### config.mk
export PLATFORM = sky130hd
export DESIGN_NAME = sa_loader_ctrl
export DESIGN_NICKNAME = d
export VERILOG_FILES = /design/src/rtl/sa_loader_ctrl.sv
export SDC_FILE = /design/constraint.sdc
export NUM_CORES = 1
export LEC_CHECK = 0
export BUFFER_PORTS_ARGS = -buffer_cell sky130_fd_sc_hd__buf_2
export CAP_MARGIN = 20
export CORE_MARGIN = 1
export CORE_UTILIZATION = 35
export DETAILED_ROUTE_END_ITERATION = 10
export GPL_TIMING_DRIVEN = 1
export SYNTH_ARGS = -nofsm -noshare
export SYNTH_HDL_FRONTEND = slang
export SYNTH_SLANG_ARGS = --single-unit
### constraint.sdc
create_clock -name clk -period 2.1 [get_ports clk]
set_input_delay 0.525 -clock clk [delete_from_list [all_inputs] [get_ports clk]]
set_output_delay 0.525 -clock clk [all_outputs]
set_load 0.01 [all_outputs]
### src/rtl/sa_loader_ctrl.sv
// ---------------------------------------------------------------------------
// sa_loader_ctrl
//
// Sequencing controller for the systolic-array data-loader top. One start
// pulse runs a complete sequence:
//   weight preload -> mode switch -> one feature pass per output tile
//   -> drain of the loader's 3-stage c_sel delay line -> one-cycle done.
// Every output is a register, so the loader sees glitch-free controls that
// change only on clock edges.
//
// Parameters
//   NUM_TILES     number of feature passes / output registers (1..8)
//   FEAT_BASE0    feature base address of tile 0
//   FEAT_STRIDE   base-address step per tile (wraps modulo 64)
//   DRAIN_CYCLES  cycles waited after the last feature pass (>= 1)
//
// Ports
//   clk                  rising-edge clock
//   rst                  asynchronous active-high reset
//   start                one-cycle request, ignored while busy
//   abort                synchronous cancel, overrides every other input
//   is_WL_done_i         weight preloader finished (looked at in W_LOAD only)
//   is_FL_done_i         feature loader finished (looked at in F_LOAD only)
//   Weight_Preloader_en  high for the whole weight-preload pass
//   Feature_Loader_en    high for each feature pass
//   mode                 RAM address mux select, 0 = weight, 1 = feature
//   feature_baseaddr     feature base address of the current tile
//   c_sel                result-register select of the current tile
//   busy                 high in every state except IDLE
//   done                 one-cycle pulse at the end of a sequence
// ---------------------------------------------------------------------------
module sa_loader_ctrl #(
   parameter int unsigned NUM_TILES    = 4,
   parameter logic [5:0]  FEAT_BASE0   = 6'd9,
   parameter logic [5:0]  FEAT_STRIDE  = 6'd3,
   parameter int unsigned DRAIN_CYCLES = 3
) (
   input  logic       clk,
   input  logic       rst,
   input  logic       start,
   input  logic       abort,
   input  logic       is_WL_done_i,
   input  logic       is_FL_done_i,
   output logic       Weight_Preloader_en,
   output logic       Feature_Loader_en,
   output logic       mode,
   output logic [5:0] feature_baseaddr,
   output logic [2:0] c_sel,
   output logic       busy,
   output logic       done
);

   localparam int unsigned DCNT_W = (DRAIN_CYCLES > 1) ? $clog2(DRAIN_CYCLES) : 1;

   localparam logic [2:0]        TILE_LAST  = 3'(NUM_TILES - 1);
   localparam logic [2:0]        TILE_ONE   = 3'd1;
   localparam logic [DCNT_W-1:0] DRAIN_LAST = DCNT_W'(DRAIN_CYCLES - 1);
   localparam logic [DCNT_W-1:0] DCNT_ZERO  = '0;
   localparam logic [DCNT_W-1:0] DCNT_ONE   = DCNT_W'(1);

   typedef enum logic [2:0] {
      S_IDLE,
      S_W_LOAD,
      S_SWITCH,
      S_F_LOAD,
      S_F_NEXT,
      S_DRAIN,
      S_DONE
   } state_t;

   // Registered state and outputs
   state_t            r_state;
   logic [2:0]        r_tile;
   logic [DCNT_W-1:0] r_dcnt;
   logic              r_wp_en;
   logic              r_fl_en;
   logic              r_mode;
   logic [5:0]        r_base;
   logic [2:0]        r_csel;
   logic              r_busy;
   logic              r_done;

   // Next-state values
   state_t            w_state;
   logic [2:0]        w_tile;
   logic [DCNT_W-1:0] w_dcnt;
   logic              w_wp_en;
   logic              w_fl_en;
   logic              w_mode;
   logic [5:0]        w_base;
   logic [2:0]        w_csel;
   logic              w_busy;
   logic              w_done;

   // ------------------------------------------------------------------------
   // Next-state and next-output logic
   // ------------------------------------------------------------------------
   always_comb begin
      w_state = r_state;
      w_tile  = r_tile;
      w_dcnt  = r_dcnt;
      w_wp_en = r_wp_en;
      w_fl_en = r_fl_en;
      w_mode  = r_mode;
      w_base  = r_base;
      w_csel  = r_csel;
      w_busy  = r_busy;
      w_done  = r_done;

      if (abort) begin
         // Cancel without a done pulse; base address and c_sel keep their
         // values, the next run reloads them at the weight-done edge.
         w_state = S_IDLE;
         w_wp_en = 1'b0;
         w_fl_en = 1'b0;
         w_mode  = 1'b0;
         w_busy  = 1'b0;
         w_done  = 1'b0;
      end else begin
         case (r_state)
            S_IDLE: begin
               if (start) begin
                  w_state = S_W_LOAD;
                  w_wp_en = 1'b1;
                  w_mode  = 1'b0;
                  w_busy  = 1'b1;
                  w_done  = 1'b0;
               end
            end

            S_W_LOAD: begin
               if (is_WL_done_i) begin
                  w_state = S_SWITCH;
                  w_wp_en = 1'b0;
                  w_mode  = 1'b1;
                  w_tile  = '0;
                  w_base  = FEAT_BASE0;
                  w_csel  = '0;
               end
            end

            // One idle cycle so the loader's registered mode copy settles
            // before the first feature pass starts.
            S_SWITCH: begin
               w_state = S_F_LOAD;
               w_fl_en = 1'b1;
            end

            S_F_LOAD: begin
               if (is_FL_done_i) begin
                  w_fl_en = 1'b0;
                  if (r_tile < TILE_LAST) begin
                     w_state = S_F_NEXT;
                     w_tile  = r_tile + TILE_ONE;
                     w_base  = r_base + FEAT_STRIDE;
                     w_csel  = r_tile + TILE_ONE;
                  end else begin
                     w_state = S_DRAIN;
                     w_dcnt  = DCNT_ZERO;
                  end
               end
            end

            // Enable low for one cycle makes the loader restart its pass.
            S_F_NEXT: begin
               w_state = S_F_LOAD;
               w_fl_en = 1'b1;
            end

            // Let the last c_sel propagate through the loader's delay line.
            S_DRAIN: begin
               if (r_dcnt == DRAIN_LAST) begin
                  w_state = S_DONE;
                  w_done  = 1'b1;
               end else begin
                  w_dcnt = r_dcnt + DCNT_ONE;
               end
            end

            S_DONE: begin
               w_state = S_IDLE;
               w_done  = 1'b0;
               w_busy  = 1'b0;
               w_mode  = 1'b0;
            end

            default: begin
               w_state = S_IDLE;
               w_wp_en = 1'b0;
               w_fl_en = 1'b0;
               w_mode  = 1'b0;
               w_busy  = 1'b0;
               w_done  = 1'b0;
            end
         endcase
      end
   end

   // ------------------------------------------------------------------------
   // State and output registers
   // ------------------------------------------------------------------------
   always_ff @(posedge clk or posedge rst) begin
      if (rst) begin
         r_state <= S_IDLE;
         r_tile  <= '0;
         r_dcnt  <= '0;
         r_wp_en <= 1'b0;
         r_fl_en <= 1'b0;
         r_mode  <= 1'b0;
         r_base  <= FEAT_BASE0;
         r_csel  <= '0;
         r_busy  <= 1'b0;
         r_done  <= 1'b0;
      end else begin
         r_state <= w_state;
         r_tile  <= w_tile;
         r_dcnt  <= w_dcnt;
         r_wp_en <= w_wp_en;
         r_fl_en <= w_fl_en;
         r_mode  <= w_mode;
         r_base  <= w_base;
         r_csel  <= w_csel;
         r_busy  <= w_busy;
         r_done  <= w_done;
      end
   end

   assign Weight_Preloader_en = r_wp_en;
   assign Feature_Loader_en   = r_fl_en;
   assign mode                = r_mode;
   assign feature_baseaddr    = r_base;
   assign c_sel               = r_csel;
   assign busy                = r_busy;
   assign done                = r_done;

endmodule

Word level (Yosys, flattened, before mapping). Cells that the tools add are included.

Flip-flop bits (word level): 19. Latch bits: 0. Memory bits (writable): 0. ROM bits: 0. Input port bits: 6. Word-level logic and storage cells: 87. Memories kept: 0.

$add $sub $neg: 3. Multiply operators: 0. Divide/modulo/power cells: 0. Order comparisons: 1. Equal/unequal tests: 21. Shift operators: 0. Mux-type cells: 35. Bitwise operators: 1. Reduce and logical (&&, ||, !) cells: 17.

Operators by type and width (number): $mux 3 (8); $mux 6 (3); $pmux 3 s5 (1); $mux 1 (12); $ne 3x3->1 const B (4); $pmux 1 s3 (4); $pmux 6 s2 (1); $reduce_or 4->1 (3); $ne 2x1->1 const B (5); $ne 2x2->1 const B (5); $reduce_and 5->1 (2); $reduce_or 5->1 (2); $eq 3x3->1 const B (3); $reduce_and 3->1 (3); $add 6x2->6 const B (1); $eq 3x2->1 const B (2); $mux 2 (3); $pmux 3 s2 (1); $pmux 2 s2 (1); $reduce_and 2->1 (2); $reduce_and 4->1 (1); $reduce_bool 2->1 (2); $add 3x1->3 const B (1); $eq 3x1->1 const B (1); 7 further kinds (7).

Longest topological paths before layout.
Depth in word-level cells: 5. Depth in mapped cells: 6. Depth with buffers taken out: 6.

Worst setup path after synthesis. OpenSTA, ideal clock, no wires.

Path type: input port to flip-flop. From: in abort. To: reg r_base[4] (netlist: feature_baseaddr[4]). Setup time: 0.077 ns. Arrival: 1.531 ns. Data required time: 2.023 ns. Slack: 0.491 ns. Cell stages on the path: 5. Path through: clkbuf_2 -> nor3b_2 -> o2111ai_2 -> or3_1 -> a21oi_1.

Cells in the longest elaborated chain, start to end: 2.

RTL lines: start: declaration (line 41) `input logic abort,`; $not 1->1 (no line); $reduce_and 5->1 (no line); end signal: assignment (line 221) `r_base <= w_base;`; end: declaration (line 78) `logic [5:0] r_base;`.

Every way passes these cells. A chain may end at the register's enable or synchronous reset.

Final worst setup path.
From: reg r_state[2]. To: reg r_csel[0] (netlist: c_sel[0]).

Cells in the longest elaborated chain, start to end: 3.

RTL lines: start: declaration (line 72) `state_t r_state;`; start signal: assignment (line 215) `r_state <= w_state;`; $eq 3x2->1 or $eq 3x1->1 (tied branches) (line 120) `case (r_state)`; $ne 2x2->1 (no line) or $reduce_bool 2->1 (tied branches); $reduce_and 5->1 (no line); end signal: assignment (line 222) `r_csel <= w_csel;`; end: declaration (line 79) `logic [2:0] r_csel;`.

Parallel ways exist; a longest one is shown, timed or not.

==> impl_metrics.json <==
{
  "cp_max_fo": 11,
  "grt_usage_pct": 14.41,
  "clock_sinks": 19,
  "required_ns": 2.30,
  "slew_headroom_pct": 52.36,
  "antenna_found_initial": 0,
  "setup_violations": 0,
  "overflow": 0,
  "drv_slew": 0,
  "dr.pass1.iters": 4,
  "path_clk_slew_ns": 0.11,
  "synth.avg_cell_area_um2": 9.117,
  "crit_start": "r_state[2]$_DFFE_PP0P_",
  "fin_crit_sh_pct": 82.42,
  "status": "finished, final reports clean",
  "power_w": 0.0008710,
  "start_util_pct": 37.38,
  "detail-route-antenna-nets": 0,
  "gp_congestion": 0.8200,
  "powerDensity_nw_per_um2": 719.9,
  "fin_nets": 146,
  "end_kind": "flop",
  "coreArea_um2": 2805,
  "min_path_type": "primary input to asynchronous set/reset pin",
  "synth-seq-cells": 19,
  "cts_buffer_depth": 2,
  "n_antenna_cell": 0,
  "hold_violations": 0,
  "synth_area_leaders": "dfrtp_1 (41%), dfstp_2 (5.0%), a21oi_1 (4.8%)",
  "synthFlopType": "dfrtp_1",
  "num_vias": 900,
  "cts-root-buf": "clkbuf_4",
  "drv_cap": 0,
  "leakagePower_nw": 0.5773,
  "port_buffers": 19,
  "die_area_um2": 3219,
  "fillers": 283,
  "final_util_pct": 43.13,
  "dr.first_iter.drc_count": 26,
  "yosysTopAreaCell": "dfrtp_1",
  "critPathBufInv": 0,
  "area_growth_pct": 15.39,
  "holdWs_ns": 0.3206,
  "dp_hpwl_um": 1623,
  "ctsHoldBuffers": 0,
  "max_stage_delay_ns": 0.62,
  "setup_tns_ns": 0,
  "async_reset_ff_share_pct": 100.0,
  "grt_pass1_wl_um": 3608,
  "synth_edf_count": 0,
  "routed_wl_um": 2169,
  "grt_max_degree": 20,
  "row_count": 19,
  "post_cts_buffers": 0,
  "wl_per_cell_um": 12.99,
  "die_w_um": 56.74,
  "drive_gt1_share_pct": 24.26,
  "die_y_um": 56.74,
  "synth_commonest_cells": "dfrtp_1 (17), inv_1 (11), nor2_1 (11)",
  "seq_area_frac_synth_pct": 45.58,
  "path_delay_family": "compound AO/OA/AOI/OAI gates",
  "arrival_ns": 1.93,
  "syn_nets": 124,
  "cts_tree": "built",
  "cts.repair.resized": 0,
  "fin_worst_skew_ns": 0.01177,
  "synth_area_um2": 1049,
  "criticalPathCategory": "flop to flop",
  "vias_per_cell": 5.389,
  "yosysMostFrequentCell": "dfrtp_1",
  "grt_pass1_vias": 785,
  "cp_slowest_cell": "o211ai_1",
  "peakVddDrop_mv": 0.3232,
  "clock.fmax_mhz": 577.8,
  "numCtsBuffers": 3,
  "worst_pin_slew_ns": 0.7138,
  "drc": 0,
  "rsz0062_at_grt": "no",
  "cp-start-kind": "flop",
  "syn_inst": 115,
  "period_needed_ns": 1.731,
  "yosysTopAreaCellShare_pct": 40.57,
  "htreeDepth": 1,
  "crit_chain": "nand3b_4, o211ai_1, nor2_1, mux2_2",
  "clock_latency_ns": 0.30,
  "ios": 20,
  "synth.distinct_cells": 34,
  "ys_warn_count": 0,
  "reg2reg_from": "r_state[2]$_DFFE_PP0P_"
}
-- where the power goes --
| part | total [W] | internal [W] | switching, W |
|---|---|---|---|
| Combinational | 0.000223 | 0.0000963 | 0.000126 |
| Sequential | 0.000467 | 0.000422 | 0.0000455 |
| Clock | 0.000181 | 0.0000709 | 0.000110 |
-- layer usage --
layer	up-vias	global-route usage, %	wire length [um]	part of all wire [%]
met2	22	21.60	974	45
met1	419	20.46	1084	50
met3	2	5.069	91	4.2
met5	-	0	0	0
met4	0	2.091	19	0.88
li1	457	-	-	-
-- final cells by class --
cell class | instances | area [um2] | area share, %
clock buffers | 3 | 22.52 | 1.861
clock inverters | 1 | 5.005 | 0.4137
inverters | 11 | 41.29 | 3.413
multi-input cells | 80 | 506.7 | 41.88
flip-flops and latches | 19 | 478.0 | 39.50
well taps | 31 | 38.79 | 3.206
repair buffers | 22 | 117.6 | 9.721
-- final timing paths --
check	end	slack, ns	cells after the start
max in group asynchronous	mode$_DFFE_PP0P_	1.32	2
worst max register to register	c_sel[0]$_DFFE_PP0P_	0.37	4
worst min register to register	r_dcnt[0]$_DFFE_PP0P_	0.47	1
worst max-delay path	c_sel[0]$_DFFE_PP0P_	0.37	4
min in group clk	r_dcnt[0]$_DFFE_PP0P_	0.47	1
worst min-delay path	feature_baseaddr[1]$_DFFE_PP0P_	0.32	2
-- cells in the final DEF, fill, tap and decap left out, types with 2 or more instances in the layout --
cell type / Yosys / final
buf_2: 2 / 19
dfrtp_1: 17 / 17
inv_1: 11 / 11
nor2_1: 11 / 11
a21oi_1: 10 / 10
nand2_1: 9 / 9
o21ai_0: 9 / 9
or3_1: 5 / 5
a32oi_1: 3 / 3
nand3_1: 3 / 3
ha_1: 3 / 3
clkbuf_4: 0 / 3
buf_4: 0 / 3
mux2_2: 2 / 2
o211ai_1: 2 / 2
nor2b_1: 2 / 2
o22ai_1: 2 / 2
nand2b_1: 2 / 2
o31ai_1: 2 / 2
a31oi_1: 2 / 2
dfstp_2: 2 / 2
-- cell families (layout without fill, tap and decap cells) --
group	Yosys count	in the layout	share of synthesized area (%)
buffers and inverters	16	37	6.086
AO/OA/AOI/OAI	37	37	22.91
adder cells (fa/ha/maj)	3	3	3.580
multiplexers	3	3	3.103
flip-flops	19	19	45.58
AND/OR/NAND/NOR	37	37	18.73
-- state kept, by name, summed over array words and instances, names as in the netlist --
| register | count |
|---|---|
| feature_baseaddr | 6 |
| c_sel | 3 |
| r_state | 3 |
| r_dcnt | 2 |
| Feature_Loader_en | 1 |
| Weight_Preloader_en | 1 |
| busy | 1 |
| done | 1 |
| mode | 1 |
-- worst reg2reg max path, cell delays in order (launching register included) --
cell,delay (ns)
dfrtp_1,0.42
nand3b_4,0.22
o211ai_1,0.62
nor2_1,0.09
mux2_2,0.28
-- metrics by stage --
| stage | setup WS (ns) | cell area, um2 | cells |
|---|---|---|---|
| after global routing | 0.1967 | 1210 | 167 |
| final | 0.3692 | 1210 | 167 |
| after detailed placement | 0.2307 | 1182 | 163 |
| after global placement | 0.3088 | 1182 | 163 |
| after floorplan | 0.4912 | 1049 | 115 |
| after CTS | 0.3726 | 1210 | 167 |
Power figures use the tool's default switching activity.
